File: src/rtl/mem_port_arbiter.sv
// Shared memory port arbiter for the ARMv4 fetch and load/store requesters.
// Request/ack sequencing, byte-lane steering and one-cycle ready pulses.
module mem_port_arbiter #(
    parameter int FAIR    = 1,
    parameter int TIMEOUT = 255
) (
    input  logic        clk,
    input  logic        rst,
    input  logic        if_req,
    input  logic [31:0] if_addr,
    output logic        if_rdy,
    output logic [31:0] if_rdata,
    output logic        if_abort,
    input  logic        d_req,
    input  logic        d_we,
    input  logic [1:0]  d_size,
    input  logic [31:0] d_addr,
    input  logic [31:0] d_wdata,
    output logic        d_rdy,
    output logic [31:0] d_rdata,
    output logic        d_abort,
    output logic        mem_req,
    output logic        mem_we,
    output logic [3:0]  mem_be,
    output logic [31:0] mem_addr,
    output logic [31:0] mem_wdata,
    input  logic        mem_ack,
    input  logic [31:0] mem_rdata,
    output logic        busy
);

    typedef enum logic [1:0] {IDLE, ACCESS, RESP} state_t;

    localparam int CW = (TIMEOUT > 1) ? $clog2(TIMEOUT + 1) : 1;
    localparam logic [CW-1:0] TMAX = CW'(TIMEOUT);

    state_t        state, state_n;
    logic          grant_d, grant_n;
    logic          last_d, last_n;
    logic [CW-1:0] cnt, cnt_n, cnt_inc;
    logic [1:0]    size_l, size_n;
    logic [1:0]    lane_l, lane_n;

    logic          mem_req_n, mem_we_n;
    logic [3:0]    mem_be_n;
    logic [31:0]   mem_addr_n, mem_wdata_n;
    logic          if_rdy_n, if_abort_n, d_rdy_n, d_abort_n;
    logic [31:0]   if_rdata_n, d_rdata_n;
    logic          busy_n;

    logic          pick_d, timed_out;
    logic [31:0]   rd_steer;
    logic          unused_bits;

    function automatic logic [3:0] store_be(input logic [1:0] sz,
                                            input logic [1:0] a);
        logic [3:0] r;
        unique case (sz)
            2'b00:   r = 4'b0001 << a;
            2'b01:   r = a[1] ? 4'b1100 : 4'b0011;
            default: r = 4'b1111;
        endcase
        return r;
    endfunction

    function automatic logic [31:0] store_data(input logic [1:0] sz,
                                               input logic [31:0] w);
        logic [31:0] r;
        unique case (sz)
            2'b00:   r = {4{w[7:0]}};
            2'b01:   r = {2{w[15:0]}};
            default: r = w;
        endcase
        return r;
    endfunction

    // Word loads rotate right by the byte offset, as ARMv4 LDR does.
    function automatic logic [31:0] load_data(input logic [1:0] sz,
                                              input logic [1:0] a,
                                              input logic [31:0] rd);
        logic [31:0] r;
        unique case (sz)
            2'b00: begin
                unique case (a)
                    2'b00:   r = {24'h0, rd[7:0]};
                    2'b01:   r = {24'h0, rd[15:8]};
                    2'b10:   r = {24'h0, rd[23:16]};
                    default: r = {24'h0, rd[31:24]};
                endcase
            end
            2'b01: r = a[1] ? {16'h0, rd[31:16]} : {16'h0, rd[15:0]};
            default: begin
                unique case (a)
                    2'b00:   r = rd;
                    2'b01:   r = {rd[7:0], rd[31:8]};
                    2'b10:   r = {rd[15:0], rd[31:16]};
                    default: r = {rd[23:0], rd[31:24]};
                endcase
            end
        endcase
        return r;
    endfunction

    assign unused_bits = ^if_addr[1:0];

    // On a tie, fairness hands the port to whoever did not win last time.
    assign pick_d    = d_req && (!if_req || (FAIR == 0) || !last_d);
    assign cnt_inc   = cnt + CW'(1);
    assign timed_out = (TIMEOUT != 0) && (cnt_inc == TMAX);
    assign rd_steer  = !grant_d ? mem_rdata :
                       mem_we   ? 32'h0 :
                       load_data(size_l, lane_l, mem_rdata);

    always_ff @(posedge clk) begin
        if (rst) begin
            state     <= IDLE;
            grant_d   <= 1'b0;
            last_d    <= 1'b1;
            cnt       <= '0;
            size_l    <= 2'b00;
            lane_l    <= 2'b00;
            mem_req   <= 1'b0;
            mem_we    <= 1'b0;
            mem_be    <= 4'h0;
            mem_addr  <= 32'h0;
            mem_wdata <= 32'h0;
            if_rdy    <= 1'b0;
            if_rdata  <= 32'h0;
            if_abort  <= 1'b0;
            d_rdy     <= 1'b0;
            d_rdata   <= 32'h0;
            d_abort   <= 1'b0;
            busy      <= 1'b0;
        end else begin
            state     <= state_n;
            grant_d   <= grant_n;
            last_d    <= last_n;
            cnt       <= cnt_n;
            size_l    <= size_n;
            lane_l    <= lane_n;
            mem_req   <= mem_req_n;
            mem_we    <= mem_we_n;
            mem_be    <= mem_be_n;
            mem_addr  <= mem_addr_n;
            mem_wdata <= mem_wdata_n;
            if_rdy    <= if_rdy_n;
            if_rdata  <= if_rdata_n;
            if_abort  <= if_abort_n;
            d_rdy     <= d_rdy_n;
            d_rdata   <= d_rdata_n;
            d_abort   <= d_abort_n;
            busy      <= busy_n;
        end
    end

    always_comb begin
        state_n     = state;
        grant_n     = grant_d;
        last_n      = last_d;
        cnt_n       = cnt;
        size_n      = size_l;
        lane_n      = lane_l;
        mem_req_n   = mem_req;
        mem_we_n    = mem_we;
        mem_be_n    = mem_be;
        mem_addr_n  = mem_addr;
        mem_wdata_n = mem_wdata;
        if_rdy_n    = 1'b0;
        if_rdata_n  = 32'h0;
        if_abort_n  = 1'b0;
        d_rdy_n     = 1'b0;
        d_rdata_n   = 32'h0;
        d_abort_n   = 1'b0;

        unique case (state)
            IDLE: begin
                if (if_req || d_req) begin
                    state_n   = ACCESS;
                    grant_n   = pick_d;
                    last_n    = pick_d;
                    cnt_n     = '0;
                    mem_req_n = 1'b1;
                    if (pick_d) begin
                        size_n      = d_size;
                        lane_n      = d_addr[1:0];
                        mem_we_n    = d_we;
                        mem_addr_n  = {d_addr[31:2], 2'b00};
                        mem_be_n    = d_we ? store_be(d_size, d_addr[1:0])
                                           : 4'b1111;
                        mem_wdata_n = d_we ? store_data(d_size, d_wdata)
                                           : 32'h0;
                    end else begin
                        size_n      = 2'b10;
                        lane_n      = 2'b00;
                        mem_we_n    = 1'b0;
                        mem_addr_n  = {if_addr[31:2], 2'b00};
                        mem_be_n    = 4'b1111;
                        mem_wdata_n = 32'h0;
                    end
                end
            end
            ACCESS: begin
                if (mem_ack || timed_out) begin
                    state_n     = RESP;
                    mem_req_n   = 1'b0;
                    mem_we_n    = 1'b0;
                    mem_be_n    = 4'h0;
                    mem_addr_n  = 32'h0;
                    mem_wdata_n = 32'h0;
                    if (grant_d) begin
                        d_rdy_n    = 1'b1;
                        d_rdata_n  = mem_ack ? rd_steer : 32'h0;
                        d_abort_n  = !mem_ack;
                    end else begin
                        if_rdy_n   = 1'b1;
                        if_rdata_n = mem_ack ? rd_steer : 32'h0;
                        if_abort_n = !mem_ack;
                    end
                end else begin
                    cnt_n = cnt_inc;
                end
            end
            RESP: begin
                state_n = IDLE;
                cnt_n   = '0;
            end
            default: state_n = IDLE;
        endcase

        busy_n = (state_n != IDLE);
    end

endmodule

File: config.mk
export PLATFORM = sky130hd
export DESIGN_NAME = mem_port_arbiter
export DESIGN_NICKNAME = d
export VERILOG_FILES = /design/src/rtl/mem_port_arbiter.sv
export SDC_FILE = /design/constraint.sdc
export NUM_CORES = 1
export LEC_CHECK = 0
export BUFFER_PORTS_ARGS = -buffer_cell sky130_fd_sc_hd__buf_4
export CAP_MARGIN = 0
export CORE_MARGIN = 2
export CORE_UTILIZATION = 48
export CTS_CLUSTER_DIAMETER = 80
export DETAILED_ROUTE_END_ITERATION = 10
export PLACE_DENSITY = 0.77
export SLEW_MARGIN = 20
export SYNTH_ARGS = -nofsm -noshare
export SYNTH_HDL_FRONTEND = slang
export SYNTH_SLANG_ARGS = --single-unit
File: constraint.sdc
create_clock -name clk -period 2.1 [get_ports clk]
set_input_delay 0.21 -clock clk [delete_from_list [all_inputs] [get_ports clk]]
set_output_delay 0.21 -clock clk [all_outputs]
set_load 0.005 [all_outputs]
# == Yosys cells after proc, flatten, opt, wreduce, memory -nomap -nowiden ==
# Cells that the tools add are included.
# Widths: inputs -> output; s select.
# totals
reg_bits,155
output_inout_bits,139
wordCells,92
# op_classes
add_sub_neg,1
eq_ne,10
n_shift,1
n_mux,39
n_bitwise,3
n_reduce_logical,20
# op_table
operator,count
$mux 32,9
$pmux 32 s2,4
$pmux 32 s3,1
$pmux 8 s3,2
$mux 4,5
$mux 16,1
$mux 8,2
$pmux 4 s2,2
$add 8x1->8 const B,1
$eq 2x1->1 const B,4
$eq 8x8->1 const B,1
$logic_not 2->1,4
$mux 2,4
$reduce_or 4->1,2
$mux 1,6
$ne 2x2->1 const B,3
$reduce_and 3->1,2
$eq 2x2->1 const B,2
$pmux 1 s2,2
$pmux 2 s2,1
$reduce_bool 2->1,2
$shl 1x2->4 const A,1
$logic_not 1->1,3
$logic_or 1x1->1,3
5 further kinds,7

# == Depth between registers and ports, before layout ==
# depth
ltp_word,6
depth_mapped,8

# == Least setup slack after synthesis ==
# Ideal clock, no wire load.
# synth_timing
path_kind,register to register
from,register cnt[0]
to,register mem_addr[14]
setup_time_ns,0.132
arrival_time_ns,1.720
setup_slack_ns,0.248
path_stages_with_launch,9
n_path_buf,2
cell_sequence,dfxtp_1 > ha_1 > nor2b_1 > o21ai_2 > a211oi_2 > buf_4 > o21a_2 > buf_6 > nor3_1
# synth_between
elab_chain_len,5
# synth_rtl
item,line_no,text
from (decl),40,"logic [CW-1:0] cnt, cnt_n, cnt_inc;"
from (signal assigned),138,cnt <= cnt_n;
$add 8x1->8,108,assign cnt_inc = cnt + CW'(1);
$eq 8x8->1,109,assign timed_out = (TIMEOUT != 0) && (cnt_inc == TMAX);
$logic_or 1x1->1,203,if (mem_ack || timed_out) begin
$ne 2x2->1 (no source line),n/a,
$reduce_and 3->1 (no source line),n/a,
to (signal assigned),144,mem_addr <= mem_addr_n;
to (decl),25,"output logic [31:0] mem_addr,"
# No other way between the ends.
# A chain may end at the register's enable or synchronous reset.

# == Final worst setup path ==
# layout_timing
from,register cnt[1]
to,register mem_be[0]
# layout_between
elab_chain_len,5
# layout_rtl
item,line_no,text
$add 8x1->8,108,
$eq 8x8->1,109,
$logic_or 1x1->1,203,
$ne 2x2->1 (no source line),n/a,
$reduce_and 3->1 (no source line),n/a,
to (signal assigned),143,mem_be <= mem_be_n;
to (decl),24,"output logic [3:0] mem_be,"
# No other way between the ends.

==> summary by stage <==
Outcome
The flow ran to the end, and the final reports show no timing, DRC or antenna violations.

STA
The highest clock rate is 489.7 MHz. The max-slew violation count is 0. Headroom to the max-slew limit came out at 55.38%. In the finished design, the share of the clock period the worst path needs comes to 97.25%.

The worst-margin pin slew is 667.3 ps. The worst-case clock skew is around 9.5 ps. Setup violations remaining at the end of the flow were counted as 0.

The number of hold violations in the final report is 0. The final critical-path required period is 2042 ps.

Yosys
Yosys attributes the largest share of cell area to sky130_fd_sc_hd__dfxtp_1, sky130_fd_sc_hd__mux2i_1, sky130_fd_sc_hd__mux4_2. The share of cell area taken by muxes after synthesis is 16.25%. The number of distinct library cells after synthesis is 53.

Of the total synthesized cell area, the portion taken by XOR and XNOR cells is 0%. The portion of synthesized cell area occupied by the leading cell type is 46.43%. The number of storage elements in the synthesis netlist is 153.

After synthesis, flip-flops and latches occupy 46.43% of the total area. The most numerous cell in the Yosys netlist is sky130_fd_sc_hd__dfxtp_1. The count of synthesis-stage warnings from yosys is 0.

The dominant combinational cell family by area after synthesis is multiplexers. After synthesis the cells add up to 0.006598 mm². Of all cell types, the one taking the most synthesized area is sky130_fd_sc_hd__dfxtp_1. Summing the areas of all compound-gate instances in the mapped netlist gives about 16% of the synthesized area. By count the netlist is led by sky130_fd_sc_hd__dfxtp_1, sky130_fd_sc_hd__mux2i_1, sky130_fd_sc_hd__nor2_1. Synthesis produced 660 cells. Of the total synthesized cell area, the portion taken by AND, OR, NAND and NOR gates is roughly 16%.

The mean instance size in the synthesized netlist is 9.996 µm². The proportion of register bits with asynchronous set or reset after synthesis is 0%. The adder-cell share of the synthesized area is 0.3793%. The synthesized design contains 0 enable-type register cells. In the synthesized netlist the dominant register cell turns out to be sky130_fd_sc_hd__dfxtp_1.

Final layout
The number of nets in the finished design is 1075. The final instance area is between 0.009 and 0.01 mm². Counting the fill cells in the layout gives 989.

From synthesis to final layout, the design area changed by 45.69%. Of the cells placed in the final design, the portion with a size suffix greater than 1 is 39.87%. The repair_antennas step left the layout with diodes totalling 0.

Route
The vias after detailed routing is 6124. The number of vias per cell after detailed routing is 5.448. The count of nets left with antenna violations once routing finished came out at 0. The first detailed-routing pass took 5 iterations. After the first detailed-routing iteration, the DRC count stood at 336.

For this block, the routed nets add up to approximately 20 mm of wire. In the final routed layout, each cell accounts on average for 17.39 µm. The count of unresolved DRC violations after routing is 0.

Global routing
The first-pass GRT wire length is just under 30 mm. For this run, the total global-route usage over all layers was measured as 25.94%. The number of antenna violations at the first check in global routing is 0.

The via count of the first global-routing pass is around 6000. Entering global routing, the biggest net connects 49 pins. The total grt overflow is 0.

Floorplan
From left edge to right edge, the die measures about 120 µm. The area of the placeable core is 0.01335 mm². The number of placement rows is 42.

The floorplan step defined a die boundary enclosing around 0.015 mm². The starting density of the core is about half. 275 I/O pins were placed. The die is 121.2 µm tall.

Hold path
The number of cells traversed by the worst hold path is 2. The end point of the worst hold path is if_rdata[14]$_SDFF_PP0_. The startpoint of the worst hold path is mem_rdata[14].

The path type of the worst min-delay path is in2reg.

Critical path
The critical setup path kind is reg2reg. The critical path data arrival time is 2350 ps. The cell with the biggest individual delay on the critical path is sky130_fd_sc_hd__dfxtp_1. The highest fanout seen on the critical path is 9. In this design, the stage delay of the slowest critical-path cell is 430 ps. The worst register-to-register path has a depth of 8. Together, buffers and inverters on the worst path number 3. The startpoint class of the critical path is a flip-flop. The required time of the critical path is 2410 ps.

The reg-to-reg critical path startpoint is cnt[1]$_SDFFE_PP0P_. The cell family contributing the most delay on the critical path is compound AO/OA/AOI/OAI gates. The worst setup path is captured at a flip-flop.

The capturing point of the worst reg2reg path is mem_be[0]$_SDFFE_PP0P_. The reg-to-reg setup timing slack is 60 ps. Walking the worst path, the cells encountered are ha_2 -> nand3b_1 -> a211oi_4 -> buf_6 -> o32ai_4 -> buf_12 -> buf_4 -> a22o_1.

Power
Overall power consumption after layout is estimated at 0.007384 W. The maximum VDD drop is 441.8 µV. Dividing total power by cell area gives a power density of 768.2 mW/mm².

The leakage component of the power is 4.272 nW.

CTS
The number of buffers inserted during clock tree synthesis is 17. The clock slew seen by the registers of the worst setup and hold paths is 60 ps. The latest clock arrival within the worst-skew pair is 420 ps. The clock passes through at most 2 buffers. The clock drives 153 sinks. The cell chosen for the clock root is sky130_fd_sc_hd__clkbuf_16. The H-tree was split into 4 levels. TritonCTS built the clock tree.

Place
The detailed placement HPWL is 14.00 mm. In this run the cell area measured after placement is 0.008876 mm². In this run the tool buffered the top-level ports with 270 buffer cells. The final RePlAce weighted congestion is 0.8912.

Job
The number of max-cap violations is 0.
[layout by cell type (no fill, tap or decap), types with 5 or more instances in the layout]
master and n:
sky130_fd_sc_hd__a2111oi_0 7, sky130_fd_sc_hd__a21oi_1 44, sky130_fd_sc_hd__a22o_1 19, sky130_fd_sc_hd__a22oi_1 11, sky130_fd_sc_hd__and2_1 35, sky130_fd_sc_hd__and3_1 17, sky130_fd_sc_hd__buf_12 5, sky130_fd_sc_hd__buf_4 304
sky130_fd_sc_hd__clkbuf_16 17, sky130_fd_sc_hd__dfxtp_1 151, sky130_fd_sc_hd__inv_1 6, sky130_fd_sc_hd__mux2_2 9, sky130_fd_sc_hd__mux2i_1 61, sky130_fd_sc_hd__mux4_2 16, sky130_fd_sc_hd__nand2_1 23, sky130_fd_sc_hd__nor2_1 58
sky130_fd_sc_hd__nor2b_1 11, sky130_fd_sc_hd__nor3_1 37, sky130_fd_sc_hd__o211ai_1 6, sky130_fd_sc_hd__o21ai_0 14, sky130_fd_sc_hd__o22a_1 8, sky130_fd_sc_hd__o2bb2ai_1 17
[layer usage]
| metal | part of all wire, % | routed length (µm) | GRT usage, % |
|---|---|---|---|
| met2 | 49 | 9631 | 43.89 |
| met1 | 40 | 7864 | 31.35 |
| met4 | 2.8 | 543 | 11.06 |
| met3 | 7.7 | 1504 | 6.485 |
| met5 | 0 | 0 | 0 |
[report_power, final]
group | switching (W) | internal (W) | total (W)
Clock | 0.00117 | 0.00198 | 0.00314
Sequential | 0.0000761 | 0.00302 | 0.00309
Combinational | 0.000548 | 0.000597 | 0.00114
[worst max-delay path by stage]
stage,startpoint,to,slack [ps],cells past startpoint
finish,cnt[1]$_SDFFE_PP0P_,mem_be[0]$_SDFFE_PP0P_,60,8
global route,cnt[1]$_SDFFE_PP0P_,mem_wdata[29]$_SDFFE_PP0P_,-10,9
CTS,cnt[0]$_SDFFE_PP0P_,mem_wdata[3]$_SDFFE_PP0P_,-100,5
detailed placement,cnt[0]$_SDFFE_PP0P_,mem_wdata[13]$_SDFFE_PP0P_,-280,7
global placement,cnt[1]$_SDFFE_PP0P_,mem_wdata[19]$_SDFFE_PP0P_,-170,7
floorplan,cnt[0]$_SDFFE_PP0P_,mem_addr[14]$_SDFFE_PP0P_,250,8
[sequential cells by signal (all words and copies together), names as in the netlist]
register   cells
d_rdy          1
grant_d        1
mem_req        1
mem_be         4
lane_l         2
d_abort        1
last_d         1
mem_wdata     32
mem_addr      30
busy           1
mem_we         1
cnt            8
d_rdata       32
size_l         2
if_rdy         1
state          2
if_abort       1
if_rdata      32
[timing repair]
action,CTS,global route
pin swaps,2,3
hold buffers,0,0
endpoints found under the setup margin,38,54
setup buffers,0,8
cloned,1,0
endpoints found under the hold margin,0,0
resized for setup,1,4
[logic make-up (layout without fill, tap and decap cells)]
| group | count (synthesis) | count (layout) |
|---|---|---|
| other | 1 | 2 |
| AND/OR/NAND/NOR | 209 | 209 |
| multiplexers | 86 | 86 |
| flip-flops | 153 | 153 |
| buffers and inverters | 60 | 346 |
| AO/OA/AOI/OAI | 149 | 150 |
| adder cells (fa/ha/maj) | 2 | 2 |
[final cells by class]
type	instances	area, µm²	area share [%]
clock buffers	19	432.9	4.504
clock inverters	11	172.7	1.796
inverters	6	22.52	0.2343
multi-input cells	449	3304	34.38
flip-flops and latches	153	3065	31.89
well taps	176	220.2	2.291
repair buffers	310	2394	24.90
[stage by stage]
| stage | setup TNS (ps) | utilization [%] | instances | setup slack [ps] | hold WS, ps |
|---|---|---|---|---|---|
| floorplan | 0 | - | 661 | 248.5 | 331.7 |
| global placement | -1747 | 66.50 | 1085 | -166.0 | 444.2 |
| detailed placement | -4656 | 66.50 | 1085 | -276.1 | 440.0 |
| CTS | -2613 | 71.21 | 1116 | -95.96 | 2.827 |
| global route | -40.02 | 72.01 | 1124 | -13.76 | 13.26 |
| finish | 0 | 72.01 | 1124 | 57.84 | 23.88 |
No activity file was read; power rests on OpenSTA's default activity.
